===== config.mk =====
export PLATFORM = sky130hd
export DESIGN_NAME = vip_conv2d_1_filter1_feed_ctrl
export DESIGN_NICKNAME = d
export VERILOG_FILES = /design/src/rtl/vip_conv2d_1_filter1_feed_ctrl.sv
export SDC_FILE = /design/constraint.sdc
export NUM_CORES = 1
export LEC_CHECK = 0
export ABC_AREA = 1
export BUFFER_PORTS_ARGS = -buffer_cell sky130_fd_sc_hd__buf_4
export CORE_UTILIZATION = 33
export CTS_BUF_LIST = sky130_fd_sc_hd__clkbuf_4 sky130_fd_sc_hd__clkbuf_8
export CTS_CLUSTER_SIZE = 16
export DETAILED_ROUTE_END_ITERATION = 10
export SYNTH_ARGS = -nofsm -noshare
export SYNTH_HDL_FRONTEND = slang
export SYNTH_SLANG_ARGS = --single-unit

===== constraint.sdc =====
create_clock -name clock -period 2.1 [get_ports clock]
set_input_delay 0.105 -clock clock [delete_from_list [all_inputs] [get_ports clock]]
set_output_delay 0.105 -clock clock [all_outputs]
set_load 0.01 [all_outputs]

===== src/rtl/vip_conv2d_1_filter1_feed_ctrl.sv =====
// ---------------------------------------------------------------------------
// vip_conv2d_1_filter1_feed_ctrl
//
// Purpose:
//   Sequencer that turns one channel-interleaved upstream word stream into
//   8-lane pixel vectors for the conv2d_1 filter1 datapath. Words are popped
//   from a show-ahead source FIFO in channel order 0..7, collected in eight
//   lane registers, and then written into the eight per-channel input FIFOs
//   with a single shared write strobe. A frame is exactly NUM_PIXELS vectors,
//   after which a one-cycle done pulse is produced.
//
// Ports:
//   clock          in   system clock, all logic on the rising edge
//   reset          in   synchronous, active-high reset
//   start          in   one-cycle frame start pulse (only honoured when idle)
//   src_data       in   head word of the upstream FIFO (show-ahead)
//   src_empty      in   upstream FIFO empty
//   src_rdreq      out  pop the upstream head word
//   fifo_in_data0..7 out  lane registers for channels 0..7
//   fifo_in_wrreq  out  write strobe shared by all eight input FIFOs
//   fifo_in_full   in   datapath input FIFOs full
//   busy           out  frame in progress (high in every non-idle state)
//   done           out  one-cycle pulse at frame end
//   pixel_count    out  vectors written in the current or last frame
// ---------------------------------------------------------------------------
module vip_conv2d_1_filter1_feed_ctrl #(
    parameter int DWIDTH     = 32,
    parameter int NUM_PIXELS = 12544,
    parameter int CNT_WIDTH  = 14
) (
    input  logic                 clock,
    input  logic                 reset,
    input  logic                 start,
    input  logic [DWIDTH-1:0]    src_data,
    input  logic                 src_empty,
    output logic                 src_rdreq,
    output logic [DWIDTH-1:0]    fifo_in_data0,
    output logic [DWIDTH-1:0]    fifo_in_data1,
    output logic [DWIDTH-1:0]    fifo_in_data2,
    output logic [DWIDTH-1:0]    fifo_in_data3,
    output logic [DWIDTH-1:0]    fifo_in_data4,
    output logic [DWIDTH-1:0]    fifo_in_data5,
    output logic [DWIDTH-1:0]    fifo_in_data6,
    output logic [DWIDTH-1:0]    fifo_in_data7,
    output logic                 fifo_in_wrreq,
    input  logic                 fifo_in_full,
    output logic                 busy,
    output logic                 done,
    output logic [CNT_WIDTH-1:0] pixel_count
);

    // Value of the pixel counter while the last vector of a frame is issued.
    localparam logic [CNT_WIDTH-1:0] LAST_PIXEL = CNT_WIDTH'(NUM_PIXELS - 1);
    localparam logic [2:0]           LAST_LANE  = 3'd7;

    typedef enum logic [1:0] {
        ST_IDLE,
        ST_GATHER,
        ST_ISSUE,
        ST_DONE
    } state_t;

    state_t                state_q;
    state_t                state_d;
    logic [2:0]            lane_idx_q;
    logic [2:0]            lane_idx_d;
    logic [CNT_WIDTH-1:0]  pixel_count_q;
    logic [CNT_WIDTH-1:0]  pixel_count_d;
    logic [DWIDTH-1:0]     lane_q [8];

    // Internal pop / write decisions before the reset qualification.
    logic                  pop;
    logic                  issue;

    // Next-state and handshake logic. A pop happens whenever the source has
    // data while gathering; the eighth pop of a vector moves on to ISSUE.
    // In ISSUE the vector is written as soon as the input FIFOs have room,
    // and the counter value before the increment decides whether this was
    // the final vector of the frame.
    always_comb begin
        state_d       = state_q;
        lane_idx_d    = lane_idx_q;
        pixel_count_d = pixel_count_q;
        pop           = 1'b0;
        issue         = 1'b0;

        case (state_q)
            ST_IDLE: begin
                if (start) begin
                    state_d       = ST_GATHER;
                    lane_idx_d    = 3'd0;
                    pixel_count_d = '0;
                end
            end

            ST_GATHER: begin
                pop = ~src_empty;
                if (pop) begin
                    if (lane_idx_q == LAST_LANE) begin
                        lane_idx_d = 3'd0;
                        state_d    = ST_ISSUE;
                    end else begin
                        lane_idx_d = lane_idx_q + 3'd1;
                    end
                end
            end

            ST_ISSUE: begin
                issue = ~fifo_in_full;
                if (issue) begin
                    pixel_count_d = pixel_count_q + CNT_WIDTH'(1);
                    if (pixel_count_q == LAST_PIXEL) begin
                        state_d = ST_DONE;
                    end else begin
                        state_d = ST_GATHER;
                    end
                end
            end

            ST_DONE: begin
                state_d = ST_IDLE;
            end

            default: begin
                state_d = ST_IDLE;
            end
        endcase
    end

    // Control state register. Reset drops any partially gathered vector;
    // words already taken from the source are simply lost.
    always_ff @(posedge clock) begin
        if (reset) begin
            state_q       <= ST_IDLE;
            lane_idx_q    <= 3'd0;
            pixel_count_q <= '0;
        end else begin
            state_q       <= state_d;
            lane_idx_q    <= lane_idx_d;
            pixel_count_q <= pixel_count_d;
        end
    end

    // Lane registers only ever load on a pop, which keeps the outputs
    // steady for the whole ISSUE phase regardless of how long full stalls.
    always_ff @(posedge clock) begin
        if (reset) begin
            for (int k = 0; k < 8; k++) begin
                lane_q[k] <= '0;
            end
        end else if (pop) begin
            lane_q[lane_idx_q] <= src_data;
        end
    end

    // Handshakes are suppressed while reset is asserted so that no word is
    // popped or written in a cycle whose state update is being discarded.
    always_comb begin
        src_rdreq     = pop & ~reset;
        fifo_in_wrreq = issue & ~reset;
        busy          = (state_q != ST_IDLE);
        done          = (state_q == ST_DONE);
        pixel_count   = pixel_count_q;
    end

    // Lane register fan-out to the per-channel FIFO data ports.
    always_comb begin
        fifo_in_data0 = lane_q[0];
        fifo_in_data1 = lane_q[1];
        fifo_in_data2 = lane_q[2];
        fifo_in_data3 = lane_q[3];
        fifo_in_data4 = lane_q[4];
        fifo_in_data5 = lane_q[5];
        fifo_in_data6 = lane_q[6];
        fifo_in_data7 = lane_q[7];
    end

endmodule


==> results of run 1 <==
[synth_stat cells (all sizes together)]
master  count  area share [%]
a211oi      1           0.073
a21oi      13            0.63
buf        24             2.6
clkbuf      1           0.036
clkinv      1           0.036
dfxtp      19             3.7
edfxtp    256              75
ha          3            0.37
inv        64             2.3
nand2      60             2.9
nand3       9            0.44
nand4       5            0.30
nor2      295              11
nor3        1           0.049
o21ai       7            0.34
o21bai      1           0.073
or2         1           0.061
[kinds of logic after synthesis]
logic type	Yosys count	share of synthesized area [%]
AO/OA/AOI/OAI	22	1.12
adder cells (fa/ha/maj)	3	0.365
buffers and inverters	90	5.04
flip-flops	275	78.5
AND/OR/NAND/NOR	371	15.0
[critical path, cell delays in order, from the launching register on]
cell and delay [ns]:
dfxtp_1 0.41, inv_2 0.06, nor2_2 0.13, inv_2 0.08
nor2_4 0.10, nand2_4 0.10, nor2_8 0.17, nand2_4 0.07
nand2_2 0.07, buf_4 0.28
[where the power goes]
group          internal (mW)  switching (mW)  total (mW)  leakage (nW)
Combinational          0.452           0.710        1.16          2.96
Clock                   2.49            1.96        4.46         0.457
Sequential              6.24           0.145        6.39          2.80
Total                   9.19            2.82        12.0          6.21
[flip-flops by register name, indices dropped and copies added, names as in the netlist]
register     count
lane_idx_q       3
lane_q         256
pixel_count     14
state_q          2
[cell usage in the layout (no fill, tap or decap), types with 7 or more instances in the layout]
master / n
nor2_1: 287
a21oi_1: 13
edfxtp_1: 256
buf_4: 325
o21ai_0: 7
nand2_4: 9
clkinv_1: 10
dfxtp_1: 19
clkbuf_4: 18
nand3_1: 9
clkbuf_8: 47
nand2_2: 9
nand2_1: 42
inv_1: 62
[layer usage]
metal | routed length (um) | global-route usage, %
met1 | 11500 | 21.6
met2 | 15000 | 31.9
met3 | 2580 | 4.69
met4 | 713 | 5.33
met5 | 0 | 0
[worst paths after layout]
check	startpoint	endpoint	slack, ns	cells past startpoint
setup / recovery	state_q[0]$_SDFFE_PP0P_	lane_q[4][13]$_SDFFCE_PN0P_	0.30	9
hold / removal	src_data[28]	lane_q[1][28]$_SDFFCE_PN0P_	0.03	3
setup reg to reg	state_q[0]$_SDFFE_PP0P_	lane_q[4][13]$_SDFFCE_PN0P_	0.30	9
hold reg to reg	pixel_count[4]$_SDFFE_PP0P_	pixel_count[4]$_SDFFE_PP0P_	0.48	2
[through the flow]
step	power, mW	instance area [um2]	util [%]	worst slack (ns)	cells
floorplan	6.99	10300	-	0.125	761
detailed placement	7.67	13100	42.8	0.309	1463
global placement	7.66	13100	42.8	0.348	1463
global route	12.5	14000	45.7	0.163	1545
CTS	12.1	14000	45.7	0.282	1545
finish	12.0	14000	45.7	0.296	1545
[layout make-up]
cell class / count / area [um2]
clock inverter: 12 / 73.8
timing repair buffer: 336 / 2610
clock buffer: 65 / 782
tap: 396 / 495
sequential: 275 / 8070
inverter: 65 / 244
fill: 2824 / 16600
multi-input combinational: 396 / 1720
==> out/metrics.yaml, run 1 <==
startpoint_type: "register"
netlist_area_um2: 10300
cts_resized: 0
syn_nets: 801
grt_antenna_before_repair: 0
diodes: 0
post-route-drc-count: 0
fp.dieH_um: 179
end_kind: "register"
ctsHoldBuffers: 5
initial_utilization_pct: 33.6
cts_root_buffer: "clkbuf_8"
drtIter0Drc: 520
tns_ns: 0
core_area_um2: 30600
ir_drop_mv: 0.302
syn_avg_cell_area_um2: 13.5
ys_ff_latch: 275
cp_max_fo: 19
setup_viol_count_final: 0
grt_start_max_net_pins: 33
synth_cell_types: 23
slew_headroom_pct: 70.4
port_buffers: 310
drv_cap: 0
period_share_pct: 85.9
cp.required_ns: 2.29
cp.arrival_ns: 1.99
syn_to_final_growth_pct: 36.1
drt-pass1-iter-count: 4
synthCells: 761
whs_ns: 0.0269
die-area_um2: 31900
tightest_slew_ns: 0.444
power_density_nw_per_um2: 858
criticalPathCategory: "register to register"
clock_sinks: 275
die_width_um: 179
grt_usage_pct: 18.1
nNetsFinal: 1158
hold_viol_final: 0
clockBufferDepth: 3
yosysSeqAreaShare_pct: 78.5
drive_gt1_share_pct: 37.2
grt_pass1_wl_um: 41600
drv_slew: 0
finClkSkew_ns: 0.0103
period_minus_slack_ns: 1.80
dpl.hpwl_um: 20500
synth_warnings: 0
max_freq_ghz: 0.554
rsz0062_at_grt: "no"
status: "completed"
overflow: 0
cts_tree: "built"
cts.clk_slew.worst_paths_ns: 0.06
p_leak_nw: 6.21
clock_latency_ns: 0.52
drtAntennaViolNets: 0
gp_congestion: 0.858
numCtsBuffers: 44
cts_setup_buffers: 0
h-tree-depth: 2
grt_pass1_vias: 6774
hold_class: "input port to register"
io_pins: 311
viasPerCell: 4.53
wirelength_um: 29700
num_vias: 7002
rows: 64
wire_per_inst_um: 19.2
Note: power is estimated with default switching activity, not from simulation.
==> run 2: changes to the inputs <==
--- a/config.mk
+++ b/config.mk
@@ -7,6 +7,7 @@
 export LEC_CHECK = 0
 export ABC_AREA = 1
+export ABC_CLOCK_PERIOD_IN_PS = 2100
 export BUFFER_PORTS_ARGS = -buffer_cell sky130_fd_sc_hd__buf_4
-export CORE_UTILIZATION = 33
+export CORE_UTILIZATION = 31
 export CTS_BUF_LIST = sky130_fd_sc_hd__clkbuf_4 sky130_fd_sc_hd__clkbuf_8
 export CTS_CLUSTER_SIZE = 16
==> constraint.sdc (replaced) <==
create_clock -name clock -period 2.1 [get_ports clock]
set_input_delay 0.525 -clock clock [delete_from_list [all_inputs] [get_ports clock]]
set_output_delay 0.525 -clock clock [all_outputs]
set_load 0.01 [all_outputs]
==> run 2 against run 1 <==
  * Wire length up 1.8%
  * Hold slack better by 0.14 ns
  * Setup slack worse by 0.16 ns
  * Critical endpoint is now src_rdreq
==> out/metrics.yaml, run 2 (synthesis gave the netlist of run 1 again) <==
cts_root_buffer: "clkbuf_8"
r2r-end: "lane_q[2][0]$_SDFFCE_PN0P_"
max_freq_ghz: 0.509
reg2reg_from: "state_q[0]$_SDFFE_PP0P_"
power.switching_mw: 3.05
drtAntennaViolNets: 0
grt_antenna_before_repair: 0
nFillCells: 3047
cts.clk_slew.worst_paths_ns: 0.05
numCtsBuffers: 47
die_width_um: 184
p_comb_share_pct: 9.2
final_cell_mix: "buf_4, nor2_1, edfxtp_1"
drv_cap: 0
reg2reg_slack_ns: 0.30
port_buffers: 310
grt_pass1_wl_um: 43200
num_vias: 7004
startpoint_type: "register"
period_minus_slack_ns: 1.96
final_common_cell: "buf_4"
slew_headroom_pct: 69.1
initial_utilization_pct: 31.5
hold_viol_final: 0
gp_congestion: 0.798
placed_area_um2: 13200
finClkSkew_ns: 0.0252
seqPwrFrac_pct: 49.3
clockBufferDepth: 3
dp_cells: 1511
tns_ns: 0
grt_usage_pct: 17.4
period_share_pct: 93.5
drtIter0Drc: 549
nNetsFinal: 1159
io_pins: 311
r2r_cells: 10
syn_to_final_growth_pct: 38.8
largest_reg_flops: 256
regMostFlops: "lane_q"
fp.dieH_um: 184
clkPwrFrac_pct: 41.5
design_area_um2: 14300
holdPathEnd: "state_q[0]$_SDFFE_PP0P_"
finalNonFillerCells: 1600
cp.required_ns: 1.57
ctsHoldBuffers: 0
wirelength_um: 30300
dpl.hpwl_um: 20500
criticalPathCategory: "register to output pin"
ir_drop_mv: 0.349
p_int_mw: 9.90
min_from: "reset"
p_leak_nw: 6.31
p_sw_share_pct: 23.5
h-tree-depth: 2
clock_sinks: 275
drive_gt1_share_pct: 37.9
rsz0062_at_grt: "no"
cts_tree: "built"
clock_latency_ns: 0.55
whs_path_depth: 2
end_kind: "output pin"
core_area_um2: 32600
power_density_nw_per_um2: 908
drt-pass1-iter-count: 5
die-area_um2: 33900
wire_per_inst_um: 18.9
power_mw: 12.9
overflow: 0
rows: 66
diodes: 0
setup_viol_count_final: 0
cp_max_fo: 5
viasPerCell: 4.38
hold_class: "input port to register"
cp.arrival_ns: 1.44
status: "completed"
drv_slew: 0
grt_pass1_vias: 6950
grt_start_max_net_pins: 33
tightest_slew_ns: 0.463
post-route-drc-count: 0
[run 2: cell type report]
cell class	instances	area (um2)	area share (%)
timing repair buffer	334	2620	18.4
sequential	275	8070	56.6
tap	442	553	3.88
clock buffer	58	736	5.16
clock inverter	30	320	2.25
multi-input combinational	396	1720	12.1
inverter	65	244	1.71
[run 2: per-stage QoR]
step                      hold slack [ns]  util (%)  setup slack (ns)
after floorplan                     0.488         -             0.125
after global placement              0.469      40.4             0.294
after detailed placement            0.468      40.4             0.282
after CTS                           0.141      43.7           0.00459
after global routing                0.141      43.7            0.0409
final                               0.171      43.7             0.137
[run 2: worst max-delay path by stage]
stage / startpoint / slack [ns] / cells past startpoint / end
floorplan: state_q[0]$_SDFFE_PP0P_ / 0.13 / 9 / lane_q[4][0]$_SDFFCE_PN0P_
global placement: reset / 0.29 / 7 / lane_q[2][10]$_SDFFCE_PN0P_
detailed placement: reset / 0.28 / 7 / lane_q[2][11]$_SDFFCE_PN0P_
CTS: state_q[1]$_SDFFE_PP0P_ / 0.005 / 6 / src_rdreq
global route: state_q[0]$_SDFFE_PP0P_ / 0.04 / 7 / src_rdreq
finish: state_q[0]$_SDFFE_PP0P_ / 0.14 / 7 / src_rdreq
[run 2: what timing repair did]
| item | 4_1_cts | 5_1_grt |
|---|---|---|
| setup buffers | 0 | 1 |
| cloned | 0 | 0 |
| setup endpoints to repair | 1 | 1 |
| gates resized for setup | 2 | 2 |
[run 2: layer usage]
layer | track usage [%] | wire, um | up-vias
met3 | 4.60 | 2580 | 51
met1 | 20.9 | 11900 | 3354
met4 | 5.70 | 681 | 0
li1 | - | - | 3261
met2 | 30.3 | 15100 | 338
met5 | 0 | 0 | -
[run 2: critical path, stage by stage, from the launching register on]
cell,delay [ns]
dfxtp_4,0.36
inv_2,0.05
nor2_4,0.10
inv_2,0.07
nor2_4,0.10
nand2_4,0.05
inv_1,0.06
buf_4,0.12
[run 2: power groups by stage]
stage / sequential, mW / combinational, mW / clock [mW]
3_5_place_dp: 6.49 / 1.21 / 0
4_1_cts: 6.38 / 1.21 / 5.50
3_3_place_gp: 6.48 / 1.19 / 0
2_1_floorplan: 6.58 / 0.411 / 0
5_1_grt: 6.40 / 1.29 / 5.73
6_report: 6.38 / 1.20 / 5.37
